<file path="config.mk">
export PLATFORM = sky130hd
export DESIGN_NAME = button_event_decoder_flat
export DESIGN_NICKNAME = d
export VERILOG_FILES = /design/src/rtl/button_event_pkg.sv /design/src/rtl/button_event_decoder_if.sv /design/src/rtl/button_event_decoder_edge_detect.sv /design/src/rtl/button_event_decoder.sv /design/src/flat_wrapper.sv
export SDC_FILE = /design/constraint.sdc
export NUM_CORES = 1
export LEC_CHECK = 0
export ABC_AREA = 1
export CAP_MARGIN = 20
export CORE_UTILIZATION = 63
export DETAILED_ROUTE_END_ITERATION = 8
export PLACE_DENSITY = 0.95
export SKIP_LAST_GASP = 1
export SLEW_MARGIN = 10
export SYNTH_ARGS = -nofsm -noshare
export SYNTH_HDL_FRONTEND = slang
export SYNTH_SLANG_ARGS = --single-unit
export TNS_END_PERCENT = 5
</file>
<file path="constraint.sdc">
create_clock -name i_Clk -period 4.8 [get_ports i_Clk]
set_input_delay 1.2 -clock i_Clk [delete_from_list [all_inputs] [get_ports i_Clk]]
set_output_delay 1.2 -clock i_Clk [all_outputs]
set_load 0.02 [all_outputs]
</file>
<file path="src/rtl/button_event_pkg.sv">
// rtl/button_event_pkg.sv - shared state encoding and default thresholds for the button event decoder.
package button_event_pkg;

  typedef enum logic [2:0] {
    IDLE           = 3'd0,
    PRESSED        = 3'd1,
    LONG_HELD      = 3'd2,
    WAIT_SECOND    = 3'd3,
    SECOND_PRESSED = 3'd4
  } state_t;

  localparam int DEFAULT_LONG_PRESS_CYCLES   = 250000;
  localparam int DEFAULT_DOUBLE_CLICK_WINDOW = 100000;

  function automatic int max_int(input int a, input int b);
    return (a > b) ? a : b;
  endfunction

endpackage

</file>
<file path="src/rtl/button_event_decoder_if.sv">
// rtl/button_event_decoder_if.sv - debounced level in, event pulses and press count out.
interface button_event_decoder_if;

  logic       i_Debounced;
  logic       o_Press_Pulse;
  logic       o_Release_Pulse;
  logic       o_Short_Click;
  logic       o_Double_Click;
  logic       o_Long_Press;
  logic [7:0] o_Press_Count;

  modport master (
    output i_Debounced,
    input  o_Press_Pulse, o_Release_Pulse, o_Short_Click, o_Double_Click,
           o_Long_Press, o_Press_Count
  );

  modport slave (
    input  i_Debounced,
    output o_Press_Pulse, o_Release_Pulse, o_Short_Click, o_Double_Click,
           o_Long_Press, o_Press_Count
  );

endinterface

</file>
<file path="src/rtl/button_event_decoder_edge_detect.sv">
// rtl/button_event_decoder_edge_detect.sv - previous-level register with combinational rise/fall strobes.
module edge_detect #(
  parameter logic RESET_VALUE = 1'b1
) (
  input  logic clk,
  input  logic resetn,
  input  logic level,
  output logic rise,
  output logic fall
);

  logic prev;

  always_ff @(posedge clk) begin
    if (!resetn) begin
      prev <= RESET_VALUE;
    end else begin
      prev <= level;
    end
  end

  assign rise = level & ~prev;
  assign fall = ~level & prev;

endmodule

</file>
<file path="src/rtl/button_event_decoder.sv">
// rtl/button_event_decoder.sv - turns a debounced button level into press/release/click/long-press pulses.
module button_event_decoder
  import button_event_pkg::*;
#(
  parameter int LONG_PRESS_CYCLES   = DEFAULT_LONG_PRESS_CYCLES,
  parameter int DOUBLE_CLICK_WINDOW = DEFAULT_DOUBLE_CLICK_WINDOW
) (
  input  logic                  i_Clk,
  input  logic                  i_Rst_L,
  button_event_decoder_if.slave bus
);

  localparam int CW = $clog2(max_int(LONG_PRESS_CYCLES, DOUBLE_CLICK_WINDOW) + 1);
  typedef logic [CW-1:0] cnt_t;

  localparam cnt_t LONG_LIMIT   = cnt_t'(LONG_PRESS_CYCLES);
  localparam cnt_t WINDOW_LIMIT = cnt_t'(DOUBLE_CLICK_WINDOW);
  localparam cnt_t CNT_ONE      = cnt_t'(1);

  state_t state, state_next;
  cnt_t   count, count_next, count_inc;
  logic   rise, fall;
  logic   short_next, double_next, long_next;

  // Reset value 1 makes a button held through reset look already pressed.
  edge_detect #(.RESET_VALUE(1'b1)) u_edge (
    .clk    (i_Clk),
    .resetn (i_Rst_L),
    .level  (bus.i_Debounced),
    .rise   (rise),
    .fall   (fall)
  );

  assign count_inc = count + CNT_ONE;

  always_ff @(posedge i_Clk) begin
    if (!i_Rst_L) begin
      state               <= IDLE;
      count               <= '0;
      bus.o_Press_Pulse   <= 1'b0;
      bus.o_Release_Pulse <= 1'b0;
      bus.o_Short_Click   <= 1'b0;
      bus.o_Double_Click  <= 1'b0;
      bus.o_Long_Press    <= 1'b0;
      bus.o_Press_Count   <= 8'd0;
    end else begin
      state               <= state_next;
      count               <= count_next;
      bus.o_Press_Pulse   <= rise;
      bus.o_Release_Pulse <= fall;
      bus.o_Short_Click   <= short_next;
      bus.o_Double_Click  <= double_next;
      bus.o_Long_Press    <= long_next;
      if (rise) begin
        bus.o_Press_Count <= bus.o_Press_Count + 8'd1;
      end
    end
  end

  // Edges are tested before thresholds so a rise or fall on the expiry edge wins.
  always_comb begin
    state_next = state;
    count_next = count;
    case (state)
      IDLE: begin
        if (rise) begin
          state_next = PRESSED;
          count_next = CNT_ONE;
        end
      end
      PRESSED: begin
        if (fall) begin
          state_next = WAIT_SECOND;
          count_next = CNT_ONE;
        end else if (count_inc == LONG_LIMIT) begin
          state_next = LONG_HELD;
        end else begin
          count_next = count_inc;
        end
      end
      LONG_HELD: begin
        if (fall) state_next = IDLE;
      end
      WAIT_SECOND: begin
        if (rise) begin
          state_next = SECOND_PRESSED;
        end else if (count_inc == WINDOW_LIMIT) begin
          state_next = IDLE;
        end else begin
          count_next = count_inc;
        end
      end
      SECOND_PRESSED: begin
        if (fall) state_next = IDLE;
      end
      default: begin
        state_next = IDLE;
        count_next = '0;
      end
    endcase
  end

  always_comb begin
    short_next  = 1'b0;
    double_next = 1'b0;
    long_next   = 1'b0;
    case (state)
      PRESSED:     long_next   = ~fall & (count_inc == LONG_LIMIT);
      WAIT_SECOND: begin
        double_next = rise;
        short_next  = ~rise & (count_inc == WINDOW_LIMIT);
      end
      default: ;
    endcase
  end

endmodule

</file>
<file path="src/flat_wrapper.sv">
// flat-port wrapper written by rule: the top's interface ports become plain ports
module button_event_decoder_flat import button_event_pkg::*;
#(
  parameter int LONG_PRESS_CYCLES   = DEFAULT_LONG_PRESS_CYCLES,
  parameter int DOUBLE_CLICK_WINDOW = DEFAULT_DOUBLE_CLICK_WINDOW
)
  (i_Clk, i_Rst_L, bus_i_Debounced, bus_o_Press_Pulse, bus_o_Release_Pulse, bus_o_Short_Click, bus_o_Double_Click, bus_o_Long_Press, bus_o_Press_Count);
  button_event_decoder_if bus_i ();
  input  logic i_Clk;
  input  logic i_Rst_L;
  input wire logic [$bits(bus_i.i_Debounced)-1:0] bus_i_Debounced;
  output wire logic [$bits(bus_i.o_Press_Pulse)-1:0] bus_o_Press_Pulse;
  output wire logic [$bits(bus_i.o_Release_Pulse)-1:0] bus_o_Release_Pulse;
  output wire logic [$bits(bus_i.o_Short_Click)-1:0] bus_o_Short_Click;
  output wire logic [$bits(bus_i.o_Double_Click)-1:0] bus_o_Double_Click;
  output wire logic [$bits(bus_i.o_Long_Press)-1:0] bus_o_Long_Press;
  output wire logic [$bits(bus_i.o_Press_Count)-1:0] bus_o_Press_Count;
  assign bus_i.i_Debounced = bus_i_Debounced;
  assign bus_o_Press_Pulse = bus_i.o_Press_Pulse;
  assign bus_o_Release_Pulse = bus_i.o_Release_Pulse;
  assign bus_o_Short_Click = bus_i.o_Short_Click;
  assign bus_o_Double_Click = bus_i.o_Double_Click;
  assign bus_o_Long_Press = bus_i.o_Long_Press;
  assign bus_o_Press_Count = bus_i.o_Press_Count;
  button_event_decoder #(.LONG_PRESS_CYCLES(LONG_PRESS_CYCLES), .DOUBLE_CLICK_WINDOW(DOUBLE_CLICK_WINDOW)) u_core (.i_Clk(i_Clk), .i_Rst_L(i_Rst_L), .bus(bus_i));
endmodule
</file>
==> impl_results.md <==
* Leak at ~1.1 nW
* Final min period at approximately 3.2 ns
* Worst setup SP type: primary input
* Global placement routability congestion at 0.869
* Fin. Hold Viols at 0
* Tightest Pin Transition at 0.726 ns
* Worst VDD drop at 0.000448 V
* Final HPWL from detailed placement at 3790 um
* Worst hold path stage count at 2
* Most frequent cells in the layout: nand2_1, nor2_1, inv_1
* TritonCTS clock tree: yes
* First-pass GRT wire length at roughly 8500 um
* F_max at 314 MHz
* Hold Path End: u_core.bus.o_Press_Count[7]
* Clock Latency Late Sink at 0.35 ns
* Row cnt at 21
* Vias in the first global route at 2,084
* Pins over their slew limit at 0
* Failing checks: design-rule violations
* Worst hold start: u_core.bus.o_Press_Count[7]
* FF-to-FF End: u_core.count[15]
* R2R Setup Slk at 1.99 ns
* Hold/Removal Path Class: reg -> reg
* GRT Residual Overflow at 0
* Num ports at 16
* Post-route ant nets at 0
* Layout cells sized above 1 at 0.0705
* First-pass iteration count of the detailed router at 7
* Max Buffers Root-to-Sink at 2
* Wire per inst at roughly 12 um
* CP endpoint kind: flop
* Final setup viols at 0
* WP data required at 5.05 ns
* Mapped cell area at 2250 sq um
* CTS HTree Levels at 2
* EDFF count, synth at 0
* Max-cap violations at 0
* Syn avg cell area at 6.12 sq um
* Largest net degree at the start of global routing at 28
* Max-slew headroom at 0.513
* Flop and latch count out of synthesis at 35
* CTS Hold Bufs at 0
* CTS Buf Count at 5
* Die area at approximately 3800 sq um
* Initial drt markers at 227
* Core Region at 3360 sq um
* Worst hold slack at approximately 0.47 ns
* Root buf cell: clkbuf_4
* RSZ-0062 raised after global routing: false
* WS Path Type: in -> reg
* Setup_tns at 0 ns
* Commonest non-fill, non-tap cell in the layout: nand2_1
* Gr usage total at 0.307
* WL final at roughly 5300 um
* Pwr Density at roughly 520 nW/um^2
* Initial antenna violation count at 0
* Fill cells at 281
* R2R depth at 14
* Worst-path maximum fanout at 27
* Clk pin slew, worst setup/hold paths at 0.12 ns
* Inserted Diodes at 0
* Period Utilization, post-route at 0.663
* Die height at 61.7 um
* Mapped Cells at 367
* Post-Syn Nets at 372
* Synth warn at 0
* Layout Nets at slightly below 400
* Via count at 2,340
* Initial Utilization at 0.668
* Post-CTS Setup Repair Bufs at 0
* Multi-input logic area at between 1000 and 1500 sq um
* Post-CTS Resized at 0
* DRC Markers at 1
* Die width at 61.7 um
* R2r startpoint: u_core.count[0]
* Netlist cell types at 27
* Clock sinks at 35
* Area growth syn-to-layout at 11.7%
* Critical path data arrival time at 3.43 ns
* Register area at 701 sq um
* Status: complete, but fails checks
* Asr flop ratio synth at 0
* Input/output buffers at 15
* Via density per instance at 5.45
* Final Skew at ~0.01 ns
* Sequential share of the synthesized area at 0.312
* Post-synth top flop: dfxtp_1
## area by class of cell
cell class	count	share of cell area
Multi-Input combinational cell	273	0.518
Sequential cell	35	0.279
Inverter	51	0.0763
Timing Repair Buffer	16	0.0628
Clock inverter	2	0.0239
Tap cell	46	0.0229
Clock buffer	6	0.0165
## metrics by stage
step / cells / total power [mW] / util / instance area, sq um / worst slack (ns)
3_5_place_dp: 421 / 1.03 / 0.716 / 2410 / 1.32
6_report: 429 / 1.31 / 0.746 / 2510 / 1.62
5_1_grt: 429 / 1.43 / 0.746 / 2510 / 1.37
2_1_floorplan: 367 / 0.935 / - / 2250 / 2.14
4_1_cts: 429 / 1.30 / 0.746 / 2510 / 1.67
3_3_place_gp: 421 / 1.00 / 0.716 / 2410 / 1.46
## worst max-delay path by stage
stage | start | to
6_report | bus_i_Debounced | u_core.count[7]
3_3_place_gp | bus_i_Debounced | u_core.count[4]
5_1_grt | bus_i_Debounced | u_core.count[7]
4_1_cts | bus_i_Debounced | u_core.count[7]
3_5_place_dp | bus_i_Debounced | u_core.count[7]
2_1_floorplan | bus_i_Debounced | u_core.count[11]
## cells in the mapped netlist, drive strengths merged, types with 2 or more instances
cell type,n,area share
nor2,64,0.13
a21oi,19,0.042
o21ai,11,0.025
nor3,8,0.020
clkbuf,4,0.0067
ha,2,0.011
inv,51,0.085
and3,3,0.0084
nand4,19,0.053
nand3,21,0.068
nand2,122,0.21
dfxtp,35,0.31
buf,4,0.017
## cell families (layout without fill, tap and decap cells)
logic type               Yosys count  in the layout  share of synthesized area
buffers and inverters             59             75                      0.109
flip-flops                        35             35                      0.312
AND/OR/NAND/NOR                  239            239                      0.494
AO/OA/AOI/OAI                     32             32                     0.0735
adder cells (fa/ha/maj)            2              2                     0.0111
## sequential cells by signal, summed over array words and instances, names as in the netlist
name	count
u_core.count	18
u_core.state	3
u_core.bus.o_Press_Pulse	1
u_core.u_edge.prev	1
u_core.bus.o_Double_Click	1
u_core.bus.o_Press_Count	8
u_core.bus.o_Short_Click	1
u_core.bus.o_Release_Pulse	1
u_core.bus.o_Long_Press	1
## metal layers
layer  up-vias  GRT usage  part of all wire
li1       1189          -                 -
met1      1035      0.383              0.43
met2        95      0.478              0.47
met3        21     0.0704             0.066
met4         0      0.197             0.038
met5         -          0                 0
## report_power, final
part           switching (mW)  total, mW  internal, mW  leakage [nW]
Clock                   0.106      0.268         0.162        0.0525
Combinational           0.385      0.568         0.183         0.778
Sequential              0.100      0.477         0.376         0.286
Total                   0.591       1.31         0.722          1.12
## critical path, stage by stage
cell             delay [ns]
clkdlybuf4s50_1        0.45
inv_1                  0.06
nor2_2                 0.18
inv_1                  0.15
nand2_1                0.10
inv_1                  0.05
nor3_2                 0.55
nand3_4                0.37
a21oi_1                0.24
nor2_1                 0.08
Note: power is estimated with default switching activity, not from simulation.
